**src/rtl/ram_bus_arbiter.sv**
```systemverilog
// Two-master round-robin arbiter sharing one PicoRV32-style native memory port.
// Optional watchdog enabled by defining ARB_TIMEOUT_EN.
module ram_bus_arbiter #(
   parameter int          TIMEOUT_CYCLES = 256,
   parameter logic [31:0] TIMEOUT_RDATA  = 32'hFFFF_FFFF
) (
   input  logic        clk,
   input  logic        resetn,
   input  logic        m0_valid,
   output logic        m0_ready,
   input  logic [31:0] m0_addr,
   input  logic [31:0] m0_wdata,
   input  logic [3:0]  m0_wstrb,
   output logic [31:0] m0_rdata,
   input  logic        m1_valid,
   output logic        m1_ready,
   input  logic [31:0] m1_addr,
   input  logic [31:0] m1_wdata,
   input  logic [3:0]  m1_wstrb,
   output logic [31:0] m1_rdata,
   output logic        s_valid,
   input  logic        s_ready,
   output logic [31:0] s_addr,
   output logic [31:0] s_wdata,
   output logic [3:0]  s_wstrb,
   input  logic [31:0] s_rdata,
   output logic [1:0]  grant,
   output logic        bus_timeout
);

   typedef enum logic {IDLE, BUSY} state_t;

   state_t      r_state;
   logic [1:0]  r_grant;
   logic        r_last;

   logic        w_busy;
   logic        w_gvalid;
   logic        w_timeout;
   logic        w_done;
   logic [31:0] w_rdata;

   assign w_busy   = (r_state == BUSY);
   assign w_gvalid = r_grant[1] ? m1_valid : m0_valid;

   assign s_valid = w_busy;
   assign s_addr  = r_grant[1] ? m1_addr  : m0_addr;
   assign s_wdata = r_grant[1] ? m1_wdata : m0_wdata;
   assign s_wstrb = r_grant[1] ? m1_wstrb : m0_wstrb;
   assign grant   = r_grant;

`ifdef ARB_TIMEOUT_EN
   localparam logic [15:0] TIMEOUT_LAST = 16'(TIMEOUT_CYCLES - 1);

   logic [15:0] r_cnt;

   // Counts BUSY cycles the slave has left unanswered; IDLE clears it so every grant starts from zero.
   always_ff @(posedge clk) begin
      if (!resetn) begin
         r_cnt <= '0;
      end else if (r_state == IDLE) begin
         r_cnt <= '0;
      end else if (!s_ready) begin
         r_cnt <= r_cnt + 16'd1;
      end
   end

   assign w_timeout = w_busy && !s_ready && (r_cnt == TIMEOUT_LAST);
`else
   assign w_timeout = 1'b0;
`endif

   assign bus_timeout = w_timeout;
   assign w_done      = w_busy && (s_ready || w_timeout);

   // A real slave answer always wins over the watchdog's substitute data.
   assign w_rdata  = s_ready ? s_rdata : TIMEOUT_RDATA;

   assign m0_ready = w_done && r_grant[0];
   assign m1_ready = w_done && r_grant[1];
   assign m0_rdata = m0_ready ? w_rdata : 32'd0;
   assign m1_rdata = m1_ready ? w_rdata : 32'd0;

   // Grant is held for one whole transaction; IDLE always follows so a waiting master gets its turn.
   always_ff @(posedge clk) begin
      if (!resetn) begin
         r_state <= IDLE;
         r_grant <= 2'b00;
         r_last  <= 1'b1;
      end else begin
         case (r_state)
            IDLE: begin
               if (m0_valid && m1_valid) begin
                  r_grant <= r_last ? 2'b01 : 2'b10;
                  r_state <= BUSY;
               end else if (m0_valid) begin
                  r_grant <= 2'b01;
                  r_state <= BUSY;
               end else if (m1_valid) begin
                  r_grant <= 2'b10;
                  r_state <= BUSY;
               end
            end
            BUSY: begin
               if (w_done) begin
                  r_state <= IDLE;
                  r_grant <= 2'b00;
                  r_last  <= r_grant[1];
               end else if (!w_gvalid) begin
                  // Owner withdrew its request: drop the bus without touching fairness history.
                  r_state <= IDLE;
                  r_grant <= 2'b00;
               end
            end
            default: begin
               r_state <= IDLE;
               r_grant <= 2'b00;
            end
         endcase
      end
   end

endmodule
```
**config.mk**
```make
export PLATFORM = sky130hd
export DESIGN_NAME = ram_bus_arbiter
export DESIGN_NICKNAME = d
export VERILOG_FILES = /design/src/rtl/ram_bus_arbiter.sv
export SDC_FILE = /design/constraint.sdc
export NUM_CORES = 1
export LEC_CHECK = 0
export BUFFER_PORTS_ARGS = -buffer_cell sky130_fd_sc_hd__buf_2
export CAP_MARGIN = 10
export CORE_AREA = 2 2 122 124
export DETAILED_ROUTE_END_ITERATION = 8
export DIE_AREA = 0 0 124 126
export PLACE_DENSITY = 0.46
export SYNTH_ARGS = -nofsm -noshare
export SYNTH_HDL_FRONTEND = slang
export SYNTH_SLANG_ARGS = --single-unit
```
**constraint.sdc**
```tcl
create_clock -name clk -period 3.4 [get_ports clk]
set_clock_uncertainty 0.15 [all_clocks]
set_input_delay 0.68 -clock clk [delete_from_list [all_inputs] [get_ports clk]]
set_output_delay 0.68 -clock clk [all_outputs]
set_load 0.02 [all_outputs]
```
==> metrics, run 1 <==
status complete, no violations; hold buffers post-CTS 0; layout cells sized above 1 81.5%; Post-Route Utilization between 20% and 30%; dpl ws 951 ps; CTS tree built; Syn Nets 347; Pleak between 1.5 and 2 nW; power density over cell area 196 nW/um2; hold path depth 2; RD Place Congestion 0.843; Min-Delay Path Class reg -> reg; Worst EP required about 2600 ps; Worst-path clk slew 30 ps; clk sinks 4; area taken by multi-input logic gates 1280 um2; worst r2r src grant[1]$_SDFFE_PN0P_; Syn Area/Cell 8.52 um2; Unique masters post-synth 22; per-cell routed wire length 12.0 um; Hold Path Sink r_last$_SDFFE_PN1P_; r2r setup slk roughly 1800 ps; register share of total power a little under a tenth; Root Driver clkbuf_16; Final ANT Viol Nets 0; die height 126 um; Placed Cells about 660; DIE WIDTH 124 um; Clock Tree Buf Depth 2; final hold vios 0; antenna cells 0; Final Cycle Share 77.1%; initial antenna violation count 1; Max Fclk 382 MHz; Layout fillers roughly 1600; placed cell areas 3220 um2; drt via density around 3.6; critical path type reg -> out; relative slew slack 59.3%; Syn Std Cell Area 1480 um2; Hold Startpoint r_last$_SDFFE_PN1P_; setup_tns 0 ps; type of destination of the critical path output port; startpoint types flip-flop; NetSw 0.245 mW; Max Cap Viol 0; Final #Nets approximately 650; Slew @ Worst Pin around 600 ps; Rows 44; first-pass GRT wire length ~11 mm; CTS Buf Count 3; I/O pin count 311; # setup viols final 0; via count of the first global-routing pass approximately 2100; sequential fraction of the synthesis area 5.40%; via count 2344; Syn Inst Count 174; r2r endpoint r_last$_SDFFE_PN1P_; flop and latch count out of synthesis 4; number of non-filler instances in the completed layout 660; combinational power share 62.8%; setup bufs post-CTS 0; sw frac between 30% and 40%; Pint 0.401 mW; PostCTS Resize Cnt 0; critical path arrival 1790 ps; largest net degree at the start of global routing 35; wl on met1 3.04 mm; Port Buffers between 300 and 400; RSZ-0062 raised after global routing no; Syn-to-layout area delta 122%; WL met2 4.23 mm; Max VDD drop about 0.47 mV; Design Area, Final 3290 um2; met3 WL post-DR 652 um; worst-path fanout max 34; Pre-Repair DR Iteration Count 3; max layer used met4; core area 14300 um2; fin. max-slew vios 0; Tmin final approximately 2600 ps; DRC violations left 0; H-tree depth 1; Skew-Pair Late Insertion Delay 220 ps; grt ovf 0; Yosys warnings 0; Reg area 81.3 um2; total global-route track usage between 8 and 9%; Worst R2R Path Depth 4; clock power share 27.7%; Post-Route WL 7.94 mm; Initial Util 10.4%; Final HPWL DP 7.21 mm; Die ar. 15600 um2; 1st-iter DRT viols 52; Final WS setup between 700 and 800 ps
==> placed cells by master, fill, tap and decap left out <==
cell type / count
buf_2: 309
mux2_2: 68
and2_1: 65
buf_4: 4
nand2_1: 3
clkbuf_16: 3
dfxtp_1: 3
inv_1: 2
nor2_1: 2
a21boi_0: 2
buf_12: 2
and3_1: 1
nor2_2: 1
mux2i_1: 1
o22ai_1: 1
and3b_1: 1
o21ai_0: 1
nand2b_1: 1
a21oi_1: 1
a211oi_1: 1
nor3_1: 1
o21a_1: 1
conb_1: 1
dfxtp_2: 1
==> cell type report <==
type | count | share of cell area, %
Inverter | 2 | 0.228
Clock buffer | 3 | 2.28
Timing Repair Buffer | 315 | 49.1
Tap cell | 184 | 6.99
Multi-Input combinational cell | 152 | 39.0
Sequential cell | 4 | 2.47
==> worst max path at each step <==
stage                                startpoint      endpoint  slack [ps]  cells after the start
after floorplan                         s_ready   m1_rdata[0]        1250                      4
after global placement    grant[1]$_SDFFE_PN0P_  m1_rdata[14]         970                      4
after detailed placement  grant[1]$_SDFFE_PN0P_  m1_rdata[16]         950                      4
after CTS                 grant[1]$_SDFFE_PN0P_  m1_rdata[16]         720                      4
after global routing      grant[1]$_SDFFE_PN0P_  m1_rdata[16]         600                      4
final                     grant[1]$_SDFFE_PN0P_  m1_rdata[16]         780                      4
==> per-stage QoR <==
stage / hold slack, ps / power (mW)
floorplan: 279 / 0.279
finish: 341 / 0.646
global placement: 340 / 0.470
detailed placement: 331 / 0.469
CTS: 342 / 0.652
global route: 390 / 0.686
==> power by group through the flow <==
stage	logic [mW]	registers, mW	clock network, mW
2_1_floorplan	0.222	0.0577	0
3_3_place_gp	0.408	0.0623	0
3_5_place_dp	0.406	0.0623	0
4_1_cts	0.408	0.0616	0.183
5_1_grt	0.437	0.0629	0.186
6_report	0.406	0.0612	0.179
==> metal layers <==
metal	global-route usage, %	up-vias
met3	0.951	2
met2	17.4	126
met4	0.397	0
met1	9.84	1022
li1	-	1194
met5	0	-
==> cells by family after synthesis <==
kind of cell	count (synthesis)	synth area share, %
AND/OR/NAND/NOR	75	30.9
multiplexers	69	52.3
buffers and inverters	18	8.02
AO/OA/AOI/OAI	7	3.12
flip-flops	4	5.40
other	1	0.253
==> cell usage after synthesis (all sizes together) <==
| master | instances | area, um2 |
|---|---|---|
| and3b | 1 | 8.76 |
| buf | 16 | 111 |
| nor2 | 3 | 13.8 |
| and2 | 65 | 407 |
| nand2b | 1 | 6.26 |
| a21boi | 2 | 15.0 |
| conb | 1 | 3.75 |
| o21ai | 1 | 5.00 |
| inv | 2 | 7.51 |
| o22ai | 1 | 6.26 |
| dfxtp | 4 | 80.1 |
| mux2 | 68 | 766 |
| a211oi | 1 | 7.51 |
| nor3 | 1 | 5.00 |
| o21a | 1 | 7.51 |
| nand2 | 3 | 11.3 |
| a21oi | 1 | 5.00 |
| and3 | 1 | 6.26 |
| mux2i | 1 | 10.0 |
==> critical path: stages, from the launching register on <==
cell     delay (ps)
dfxtp_2         710
and3_1          250
buf_4           260
and2_1          170
buf_2           170
==> sequential cells by signal, indices dropped and copies added, names as in the netlist <==
name,cells
grant,2
r_last,1
s_valid,1
(Power assumes the default switching activity.)
==> run 2: changes to the inputs <==
--- a/config.mk
+++ b/config.mk
@@ -7,10 +7,10 @@
 export LEC_CHECK = 0
 export BUFFER_PORTS_ARGS = -buffer_cell sky130_fd_sc_hd__buf_2
 export CAP_MARGIN = 10
-export CORE_AREA = 2 2 122 124
+export CORE_AREA = 2 2 121 123
 export DETAILED_ROUTE_END_ITERATION = 8
-export DIE_AREA = 0 0 124 126
-export PLACE_DENSITY = 0.46
+export DIE_AREA = 0 0 123 125
+export PLACE_DENSITY = 0.48
 export SYNTH_ARGS = -nofsm -noshare
 export SYNTH_HDL_FRONTEND = slang
 export SYNTH_SLANG_ARGS = --single-unit
==> constraint.sdc (replaced) <==
create_clock -name clk -period 2.38 [get_ports clk]
set_clock_uncertainty 0.15 [all_clocks]
set_input_delay 0.476 -clock clk [delete_from_list [all_inputs] [get_ports clk]]
set_output_delay 0.476 -clock clk [all_outputs]
set_load 0.02 [all_outputs]
==> metrics, run 2 (synthesis results as in run 1) <==
Final Cycle Share 90.8%; via count 2353 (+0.38%); Clock Tree Buf Depth 2 (unchanged); Initial Util 10.4% (+0.080 points); CTS Buf Count 3 (unchanged); family with the most delay on the worst path buffers and inverters; first-pass GRT wire length 12.0 mm (+12%); CP max stage delay 380 ps (-330 ps); Rows 44 (unchanged); Worst EP required 1750 ps (-820 ps); startpoint types flip-flop; per-cell routed wire length 13.0 um (+8.1%); H-tree depth 1 (unchanged); critical path arrival 1530 ps (-260 ps); Post-Route WL 8.65 mm (+8.9%); Skew-Pair Late Insertion Delay 230 ps (about the same); DRC violations left 0 (unchanged); number of non-filler instances in the completed layout 665 (+0.76%); RSZ-0062 raised after global routing no; CTS tree built; Die ar. 15400 um2 (-1.6%); Final #Nets 656 (+0.77%); Pre-Repair DR Iteration Count 4 (+1); layout cells sized above 1 81.7% (+0.19 points); slowest CP cell dfxtp_2; Placed Cells 662 (+0.76%); max reg flops 2 (unchanged); Worst-path clk slew 30 ps (about the same); Root Driver clkbuf_16; final hold vios 0 (unchanged); Port Buffers 309 (unchanged); largest net degree at the start of global routing 35 (unchanged); DIE WIDTH 123 um (-0.81%); Tmin final around 2200 ps; PostCTS Resize Cnt 0 (unchanged); fin. max-slew vios 0 (unchanged); setup_tns 0 ps (unchanged); Final ANT Viol Nets 0 (unchanged); Max VDD drop 0.423 mV (-11%); worst-path fanout max 33 (-2.9%); # setup viols final 0 (unchanged); NetSw 0.366 mW (+49%); grt ovf 0 (unchanged); Max Cap Viol 0 (unchanged); Min-Delay Path Class in -> reg; RD Place Congestion 0.842 (-0.14%); power density over cell area 284 nW/um2 (+45%); 1st-iter DRT viols 48 (-7.7%); Pint 0.581 mW (+45%); initial antenna violation count 0 (-1); Max Fclk 463 MHz; core area 14200 um2 (-0.77%); clk sinks 4 (unchanged); I/O pin count 311 (unchanged); via count of the first global-routing pass 2208 (+5.6%); type of destination of the critical path output port; Syn-to-layout area delta 125%; register share of total power 8.2% (-1.3 points); drt via density 3.54 (-0.37%); combinational power share 64.1% (+1.3 points); most common cell after layout, fill and taps aside buf_2; Post-Route Utilization 23.5% (+0.44 points); Final HPWL DP 7.74 mm (+7.3%); die height 125 um (-0.79%); clock power share 27.7% (about the same); Critical Path, Cell by Cell buf_12, buf_4, mux2_2, buf_2; most frequent cells in the layout buf_2, mux2_2, and2_1, buf_4; critical path type reg -> out; sw frac 38.6% (+0.71 points); setup bufs post-CTS 0 (unchanged); Pleak 1.95 nW (+1.4%); status complete, no violations; WP buf/inv 3 (+1); total global-route track usage 9.84% (+1.3 points); antenna cells 0 (unchanged); hold buffers post-CTS 0 (unchanged)
## run 2: cell count changes in the layout (fill, tap and decap cells not counted), sizes merged
cell  delta
buf      +5
## run 2: stage by stage
stage	hold WS [ps]	instance area [um2]	total power, mW	setup WS (ps)
CTS	304	3330	0.955	207
floorplan	279	1480	0.399	536
detailed placement	327	3260	0.686	380
finish	307	3330	0.947	219
global placement	328	3260	0.688	379
global route	321	3330	1.00	157
## run 2: final cells by class
cell class	instances	area, um2
Clock buffer	3	75.1
Sequential cell	4	81.3
Multi-Input combinational cell	152	1280
Tap cell	184	230
Timing Repair Buffer	320	1650
Fill cell	1560	10900
Inverter	2	7.51
## run 2: final timing paths
path                               from                  end  slack (ps)  depth (start not counted)
setup reg to reg  grant[1]$_SDFFE_PN0P_  r_last$_SDFFE_PN1P_        1210                          4
hold / removal                   resetn  r_last$_SDFFE_PN1P_         310                          2
setup / recovery  grant[1]$_SDFFE_PN0P_           s_addr[10]         220                          4
hold reg to reg     r_last$_SDFFE_PN1P_  r_last$_SDFFE_PN1P_         320                          2
## run 2: power groups by stage
stage	Combinational, mW	Clock (mW)	Sequential [mW]
floorplan	0.317	0	0.0824
global route	0.651	0.272	0.0783
finish	0.607	0.262	0.0778
detailed placement	0.607	0	0.0791
global placement	0.609	0	0.0793
CTS	0.610	0.267	0.0781
## run 2: worst register-to-register path: stages, from the launching register on
cell and delay (ps):
dfxtp_2 350, and3_1 150, buf_4 210, a21oi_1 140, nand2_1 60
## run 2: metal layers
| layer | global-route usage (%) | vias to the layer above | part of all wire, % |
|---|---|---|---|
| met5 | 0 | - | 0 |
| met4 | 1.54 | 0 | 0.52 |
| met3 | 1.05 | 6 | 7.7 |
| met2 | 18.5 | 112 | 52 |
| met1 | 12.1 | 1031 | 40 |
| li1 | - | 1204 | - |
